### src/rtl/unified_mem_arbiter.sv
// Arbiter sharing one single-port memory between the fetch port and the load/store port.
// The data port wins ties, and a per-access watchdog aborts accesses the memory never acknowledges.
module unified_mem_arbiter #(
    parameter int unsigned AW      = 32,
    parameter int unsigned DW      = 32,
    parameter int unsigned TIMEOUT = 16
) (
    input  logic          clk_i,
    input  logic          rst_ni,
    input  logic          if_req_i,
    input  logic [AW-1:0] if_addr_i,
    output logic [DW-1:0] if_rdata_o,
    output logic          if_ready_o,
    output logic          if_stall_o,
    input  logic          dm_req_i,
    input  logic          dm_we_i,
    input  logic [AW-1:0] dm_addr_i,
    input  logic [DW-1:0] dm_wdata_i,
    output logic [DW-1:0] dm_rdata_o,
    output logic          dm_ready_o,
    output logic          dm_stall_o,
    output logic          mem_req_o,
    output logic          mem_we_o,
    output logic [AW-1:0] mem_addr_o,
    output logic [DW-1:0] mem_wdata_o,
    input  logic [DW-1:0] mem_rdata_i,
    input  logic          mem_ack_i,
    output logic          err_timeout_o
);

    localparam int unsigned CW = $clog2(TIMEOUT);
    localparam logic [CW-1:0] CNT_LAST = CW'(TIMEOUT - 1);

    localparam logic [1:0] S_IDLE    = 2'd0;
    localparam logic [1:0] S_IF_BUSY = 2'd1;
    localparam logic [1:0] S_DM_BUSY = 2'd2;

    logic [1:0]    state_q,     state_d;
    logic [CW-1:0] cnt_q,       cnt_d;
    logic          mem_req_q,   mem_req_d;
    logic          mem_we_q,    mem_we_d;
    logic [AW-1:0] mem_addr_q,  mem_addr_d;
    logic [DW-1:0] mem_wdata_q, mem_wdata_d;
    logic [DW-1:0] if_rdata_q,  if_rdata_d;
    logic [DW-1:0] dm_rdata_q,  dm_rdata_d;
    logic          if_ready_q,  if_ready_d;
    logic          dm_ready_q,  dm_ready_d;
    logic          err_q,       err_d;
    logic          done_c;

    // An access ends on ack, or on the last allowed BUSY cycle without one.
    assign done_c = mem_ack_i || (cnt_q == CNT_LAST);

    always_comb begin
        state_d     = state_q;
        cnt_d       = cnt_q;
        mem_req_d   = mem_req_q;
        mem_we_d    = mem_we_q;
        mem_addr_d  = mem_addr_q;
        mem_wdata_d = mem_wdata_q;
        if_rdata_d  = if_rdata_q;
        dm_rdata_d  = dm_rdata_q;
        if_ready_d  = 1'b0;
        dm_ready_d  = 1'b0;
        err_d       = err_q;

        case (state_q)
            S_IDLE: begin
                cnt_d = '0;
                // A port whose ready is high has just completed and is not re-granted.
                if (dm_req_i && !dm_ready_q) begin
                    mem_req_d   = 1'b1;
                    mem_we_d    = dm_we_i;
                    mem_addr_d  = dm_addr_i;
                    mem_wdata_d = dm_wdata_i;
                    state_d     = S_DM_BUSY;
                end else if (if_req_i && !if_ready_q) begin
                    mem_req_d  = 1'b1;
                    mem_we_d   = 1'b0;
                    mem_addr_d = if_addr_i;
                    state_d    = S_IF_BUSY;
                end else begin
                    mem_req_d = 1'b0;
                end
            end
            S_IF_BUSY: begin
                if (done_c) begin
                    state_d    = S_IDLE;
                    mem_req_d  = 1'b0;
                    cnt_d      = '0;
                    if_ready_d = 1'b1;
                    if_rdata_d = mem_ack_i ? mem_rdata_i : '0;
                    if (!mem_ack_i) begin
                        err_d = 1'b1;
                    end
                end else begin
                    cnt_d = cnt_q + CW'(1);
                end
            end
            S_DM_BUSY: begin
                if (done_c) begin
                    state_d    = S_IDLE;
                    mem_req_d  = 1'b0;
                    cnt_d      = '0;
                    dm_ready_d = 1'b1;
                    if (!mem_ack_i) begin
                        dm_rdata_d = '0;
                        err_d      = 1'b1;
                    end else if (!mem_we_q) begin
                        dm_rdata_d = mem_rdata_i;
                    end
                end else begin
                    cnt_d = cnt_q + CW'(1);
                end
            end
            default: begin
                state_d   = S_IDLE;
                mem_req_d = 1'b0;
                cnt_d     = '0;
            end
        endcase
    end

    always_ff @(posedge clk_i or negedge rst_ni) begin
        if (!rst_ni) begin
            state_q     <= S_IDLE;
            cnt_q       <= '0;
            mem_req_q   <= 1'b0;
            mem_we_q    <= 1'b0;
            mem_addr_q  <= '0;
            mem_wdata_q <= '0;
            if_rdata_q  <= '0;
            dm_rdata_q  <= '0;
            if_ready_q  <= 1'b0;
            dm_ready_q  <= 1'b0;
            err_q       <= 1'b0;
        end else begin
            state_q     <= state_d;
            cnt_q       <= cnt_d;
            mem_req_q   <= mem_req_d;
            mem_we_q    <= mem_we_d;
            mem_addr_q  <= mem_addr_d;
            mem_wdata_q <= mem_wdata_d;
            if_rdata_q  <= if_rdata_d;
            dm_rdata_q  <= dm_rdata_d;
            if_ready_q  <= if_ready_d;
            dm_ready_q  <= dm_ready_d;
            err_q       <= err_d;
        end
    end

    assign mem_req_o     = mem_req_q;
    assign mem_we_o      = mem_we_q;
    assign mem_addr_o    = mem_addr_q;
    assign mem_wdata_o   = mem_wdata_q;
    assign if_rdata_o    = if_rdata_q;
    assign dm_rdata_o    = dm_rdata_q;
    assign if_ready_o    = if_ready_q;
    assign dm_ready_o    = dm_ready_q;
    assign err_timeout_o = err_q;
    // Stall levels go straight to the pipeline hold logic.
    assign if_stall_o    = if_req_i & ~if_ready_q;
    assign dm_stall_o    = dm_req_i & ~dm_ready_q;

endmodule
### config.mk
export PLATFORM = sky130hd
export DESIGN_NAME = unified_mem_arbiter
export DESIGN_NICKNAME = d
export VERILOG_FILES = /design/src/rtl/unified_mem_arbiter.sv
export SDC_FILE = /design/constraint.sdc
export NUM_CORES = 1
export LEC_CHECK = 0
export CORE_MARGIN = 2
export CORE_UTILIZATION = 38
export DETAILED_ROUTE_END_ITERATION = 8
export PLACE_DENSITY = 0.88
export SLEW_MARGIN = 20
export SYNTH_ARGS = -nofsm -noshare
export SYNTH_HDL_FRONTEND = slang
export SYNTH_SLANG_ARGS = --single-unit
### constraint.sdc
create_clock -name clk_i -period 1.5 [get_ports clk_i]
set_input_delay 0.375 -clock clk_i [delete_from_list [all_inputs] [get_ports clk_i]]
set_output_delay 0.375 -clock clk_i [all_outputs]
set_load 0.02 [all_outputs]
==> impl_summary.txt <==
----------------------------------------------------
[Floorplan]
  Die Y-Extent ... 128 µm
  Starting density of the core ... 38.6%
  Num rows ... 45
  Area enclosed by the die boundary ... 0.0164 mm²
  Top-level port count ... 269
  Horizontal die dimension ... 128 µm
  Standard cell core area ... 0.0151 mm²

[Global route]
  Largest net degree at the start of global routing ... 55
  Wire length of the first global-routing pass ... 26,200 µm
  Remaining global-route overflow ... 0
  Antenna violations before repair ... 1
  All-layer global routing usage ... 21.1%
  Vias in the first global route ... 4,780

[STA]
  Final Hold Violating Endpoints ... 0
  Ratio of final minimum period to clock period ... 106%
  Worst slew margin relative to its limit ... 79.3%
  # setup viols final ... 51
  Worst hold slack after final layout ... 453 ps
  Setup repair after global routing missed its margin ... yes
  Period minus WS final ... 1590 ps
  Least-Margin Pin Slew ... 311 ps
  Setup TNS ... -2660 ps
  Final WS setup ... -93.1 ps
  Max Slew Vio Count ... 0
  Worst-case clock skew ... 7.07 ps
  Peak clock frequency supported by timing ... 0.628 GHz

[Min path]
  Path type of the worst min-delay path ... in -> async

[Logic synthesis]
  Seq/Total Area, Yosys ... 59.7%
  Leading post-synthesis cells by cell area ... dfrtp_1, mux2_4, a22o_1
  Synth top area share ... 59.7%
  Synthesized netlist net count ... 505
  Flop and latch count out of synthesis ... 139
  Post-synthesis cell count ... 367
  Cell taking the most area after synthesis ... dfrtp_1
  Distinct cell type count after synthesis ... 32
  Yosys warning count ... 0
  Combined area of all synthesized cells ... 0.00583 mm²
  Syn Area/Cell ... 15.9 µm²

[Worst setup path]
  Top fanout value on the critical path ... 8
  Startpoint class of the critical path ... flop
  Worst setup slack for register-to-register paths ... -90 ps
  Type of the worst setup path ... reg -> reg
  Data arrival at the endpoint of the critical path ... 1890 ps
  CP Capture Type ... flop
  Worst flop-to-flop path endpoint ... mem_addr_o[22]
  Data required time at the worst endpoint ... 1790 ps
  Register-to-Register Path Depth ... 6
  Startpoint of the most critical register-to-register path ... dm_ready_o

[Final layout]
  Core occupancy in the finished layout ... 65.8%
  Nets@finish ... 825
  Fraction of final layout cells with drive strength greater than 1 ... 41.9%
  Area added between synthesis and finish ... 70.4%
  Fill cells ... 1,080

[Drt]
  Total via count after detailed routing ... 4,431
  Post-route DRC ... 0
  Vias per inst ... 4.98
  Total iterations of the first detailed-routing run ... 4
  Drt total wl ... 18,400 µm
  Avg WL per Cell ... 20.7 µm
  Final antenna-violating net count ... 0
  Count of routing violations after the opening detailed-route iteration ... 198

[Clocking]
  Htree depth ... 4
  Number of buffers inserted during clock tree synthesis ... 17
  Clk sinks ... 139
  CTS tree ... done
  CTS Root Buffer Type ... clkbuf_16
  CTS max path bufs ... 2
  Clk slew on worst S/H paths ... 60 ps
  Clock insertion delay at the later pin of the skew report ... 410 ps

[Placed design]
  Number of buffers added on ports ... 268
  Routability congestion estimate ... 0.790
  Final HPWL DP ... 11,400 µm

[Run status]
  Status ... finished, violations left
  Failing checks ... setup timing

[Pwr]
  Max IR drop VDD ... 1290 µV
  Pwr Density ... 2210 mW/mm²
  Leakage power summed over all cells ... 0.00481 µW

[Flow run]
  Number of maximum-capacitance violations ... 0

----------------------------------------------------
## registers in the layout (all words and copies together), names as in the netlist
register       cells
cnt_q              4
dm_rdata_o        32
err_timeout_o      1
mem_req_o          1
dm_ready_o         1
if_ready_o         1
mem_wdata_o       32
state_q            2
mem_addr_o        32
if_rdata_o        32
mem_we_o           1
## critical path, cell delays in order, from the launching register on
cell      delay, ps
dfrtp_2         390
nand2b_4        150
buf_6           140
a21boi_4        190
buf_6           150
buf_12          140
mux2_4          310
## kinds of logic after synthesis
group           count (synthesis)  share of synthesized area (%)
compound gates                 73                           10.9
simple gates                   21                           2.17
fa+ha+maj                       4                          0.858
xor+xnor                        2                          0.300
flops                         139                           59.7
buf+inv                        31                           3.65
mux                            97                           22.5
## Yosys cell counts
master    instances
dfrtp_1         139
a22o_1           64
mux2_4           58
mux2_2           39
buf_2            11
buf_6             8
inv_1             5
clkbuf_1          4
ha_1              4
nand2b_1          3
nand3_1           3
nor2_1            3
nor2b_1           3
and2_1            2
and3_1            2
buf_8             2
nand2_1           2
a21boi_4          1
a21oi_1           1
a22oi_1           1
a31oi_1           1
and4b_1           1
inv_2             1
nand2_2           1
nand2b_4          1
o21ai_0           1
o21ai_2           1
o21bai_1          1
o22ai_1           1
o2bb2a_1          1
xnor2_1           1
xor2_1            1
## stage by stage
step / power (µW) / std cells / setup WS (ps) / instance area (µm²)
floorplan: 11900 / 367 / -115 / 5830
global placement: 16600 / 824 / -553 / 8880
detailed placement: 16900 / 824 / -554 / 8880
CTS: 21500 / 877 / -90.9 / 9880
global route: 23000 / 889 / -144 / 9930
finish: 22000 / 889 / -93.1 / 9930
## cells in the final DEF (no fill, tap or decap), types with 2 or more instances in the layout
| cell | n |
|---|---|
| a22o_1 | 64 |
| and3_1 | 2 |
| buf_12 | 10 |
| buf_16 | 7 |
| buf_4 | 24 |
| buf_6 | 13 |
| bufinv_16 | 5 |
| clkbuf_16 | 24 |
| clkbuf_2 | 76 |
| clkdlybuf4s15_1 | 48 |
| clkdlybuf4s15_2 | 7 |
| clkdlybuf4s50_1 | 129 |
| clkinvlp_4 | 3 |
| dfrtp_1 | 138 |
| dlygate4sd2_1 | 2 |
| ha_4 | 3 |
| inv_1 | 2 |
| inv_2 | 4 |
| inv_6 | 3 |
| mux2_2 | 4 |
| mux2_4 | 93 |
| nand2b_4 | 3 |
| nand3_1 | 2 |
| nor2_1 | 3 |
| nor2b_1 | 2 |
## power breakdown
group | leakage [µW] | internal, µW | switching, µW
clock network | 0.000311 | 3010 | 1620
registers | 0.00170 | 5520 | 1080
logic | 0.00280 | 5630 | 5130
## cell type report
class                      count  area, µm²  area share (%)
sequential                   139       3480            35.0
timing repair buffer         326       3170            31.9
multi-input combinational    197       2370            23.8
clock buffer                  19        443            4.46
tap                          188        235            2.37
clock inverter                13        213            2.14
inverter                       6       22.5           0.227
antenna                        1       2.50          0.0252
## how the worst max path moves through the flow
stage | startpoint | slack [ps] | endpoint
floorplan | dm_ready_o | -120 | mem_addr_o[23]
global placement | dm_req_i | -550 | dm_stall_o
detailed placement | dm_req_i | -550 | dm_stall_o
CTS | if_ready_o | -90 | if_stall_o
global route | if_ready_o | -140 | if_stall_o
finish | dm_ready_o | -90 | mem_addr_o[22]
## repair_timing
action	in CTS	in global routing
endpoints found under the hold margin	26	0
endpoints found under the setup margin	232	243
setup buffers	13	6
hold buffers	1	0
cloned	7	7
resized for setup	281	164
pin swaps	3	6
## per-layer routing
layer / up-vias / global-route usage, % / part of all wire, %
met2: 209 / 36.9 / 51
met5: - / 0 / 0
met3: 23 / 6.59 / 7.6
met4: 0 / 6.21 / 1.7
met1: 2207 / 25.0 / 40
li1: 1992 / - / -
Note: power is estimated with default switching activity, not from simulation.
==> edit, RTL diff (same flow settings) <==
Change the parameter `TIMEOUT` from 16 to 32.
--- a/src/rtl/unified_mem_arbiter.sv
+++ b/src/rtl/unified_mem_arbiter.sv
@@ -3,7 +3,7 @@
 module unified_mem_arbiter #(
     parameter int unsigned AW      = 32,
     parameter int unsigned DW      = 32,
-    parameter int unsigned TIMEOUT = 16
+    parameter int unsigned TIMEOUT = 32
 ) (
     input  logic          clk_i,
     input  logic          rst_ni,
Formal check against the unedited RTL: same outputs for any inputs over 4 cycles, from zero or initial values and one cycle with rst_ni low; that may be too few to reach the edited logic, so the function may still have changed.
==> edit against the unedited design <==
- the flow still finishes with violations (setup timing)
- cell count up 11%
- synthesized area up 2.3%
- total power down 3.6%
- wire length up 4.2%
- sequential cell count up 1
- design area up 3.9%
- setup slack worse by 0.23 ns
==> edit: results (changes against the unedited design) <==
\begin{tabular}{lr}
\hline
Metric & Value \\
\hline
\multicolumn{2}{l}{\textbf{STA}} \\
\quad Final worst slack & -0.321 ns (-0.228 ns) \\
\quad Number of setup violations in the final report & 139 (+170\%) \\
\quad Worst max-slew margin expressed relative to the limit & 0.732 (-0.0610) \\
\multicolumn{2}{l}{\textbf{Routing}} \\
\quad Met3 Routed Length & 1410 um (+0.86\%) \\
\quad Routed met2 length & 9760 um (+3.6\%) \\
\quad Post-Route WL & 19200 um (+4.2\%) \\
\multicolumn{2}{l}{\textbf{Layout}} \\
\quad Number of clock buffers in the layout & 25 (+6) \\
\quad Comb\_multi\_in & 225 (+14\%) \\
\quad Non-Clock Inverter Count & 38 (+32) \\
\quad Number of non-clock buffers in the layout & 342 (+4.9\%) \\
\quad Relative area of clock buffers and inverters in the final design & 0.0541 (-0.0119) \\
\quad Data buffer area share & 0.331 (+0.0115) \\
\multicolumn{2}{l}{\textbf{Power}} \\
\quad Share of power burned in the clock network & 0.186 (-0.024) \\
\quad Leakage power of the design & 5.05 nW (+5.0\%) \\
\quad Max rail drop VDD & 1.06 mV (-18\%) \\
\multicolumn{2}{l}{\textbf{Logic synthesis}} \\
\quad Multiplexer share of the synthesized area & 0.254 (+0.0297) \\
\quad Leading post-synthesis cells by cell area & sky130\_fd\_sc\_hd\_\_dfrtp\_1 59\%, sky130\_fd\_sc\_hd\_\_mux2\_2 13\%, sky130\_fd\_sc\_hd\_\_mux2\_4 7.0\% \\
\quad Xor-xnor portion of the synthesized cell area & 0.00294 (-0.0000681) \\
\quad Synthesized area divided by synthesized cell count & 13.9 um2 (-12\%) \\
\quad Fraction of the yosys area taken by sequential cells & 0.587 (-0.00932) \\
\multicolumn{2}{l}{\textbf{Placed design}} \\
\quad Number of cells after detailed placement & 920 (+12\%) \\
\multicolumn{2}{l}{\textbf{Global route}} \\
\quad Global-route total usage across every layer & 0.231 (+0.0195) \\
\quad Via count of the first global-routing pass & 5372 (+12\%) \\
\quad Grt met2 use & 0.405 (+0.0360) \\
\quad Global-route track usage on met3 & 0.0652 (-0.000708) \\
\quad Global routing usage on met1 & 0.269 (+0.0186) \\
\quad Maximum number of pins on one net before global-route repair & 38 (-31\%) \\
\quad Antenna violations before repair & 0 (-1) \\
\quad First-pass GRT wire length & 29400 um (+12\%) \\
\multicolumn{2}{l}{\textbf{Status}} \\
\quad Violated checks & setup timing \\
\quad Result of the run & finished, violations left \\
\multicolumn{2}{l}{\textbf{Setup path}} \\
\quad Top Family by Delay on Critical Path & flip-flops \\
\quad Largest fanout on the critical path & 12 (+4) \\
\hline
\end{tabular}
edit: cell types whose count changed after synthesis, sizes merged, moves of 2 or more:
| cell | before | now |
|---|---|---|
| inv | 6 | 38 |
| mux2i | 0 | 32 |
| nand2 | 3 | 33 |
| nand2b | 4 | 1 |
| a22o | 64 | 32 |
| o21a | 0 | 2 |
| o21ai | 2 | 4 |
edit: worst reg2reg max path, cell delays in order, from the launching register on:
cell and delay (ns):
sky130_fd_sc_hd__dfrtp_1 0.38, sky130_fd_sc_hd__ha_2 0.19, sky130_fd_sc_hd__and3_4 0.19, sky130_fd_sc_hd__ha_4 0.16, sky130_fd_sc_hd__o21a_4 0.22, sky130_fd_sc_hd__o21ai_4 0.14, sky130_fd_sc_hd__buf_12 0.21, sky130_fd_sc_hd__mux2i_1 0.24
edit: logic make-up after synthesis:
family                   after synthesis
flip-flops                           140
multiplexers                         129
buffers and inverters                 64
AND/OR/NAND/NOR                       47
AO/OA/AOI/OAI                         42
adder cells (fa/ha/maj)                5
XOR/XNOR                               2
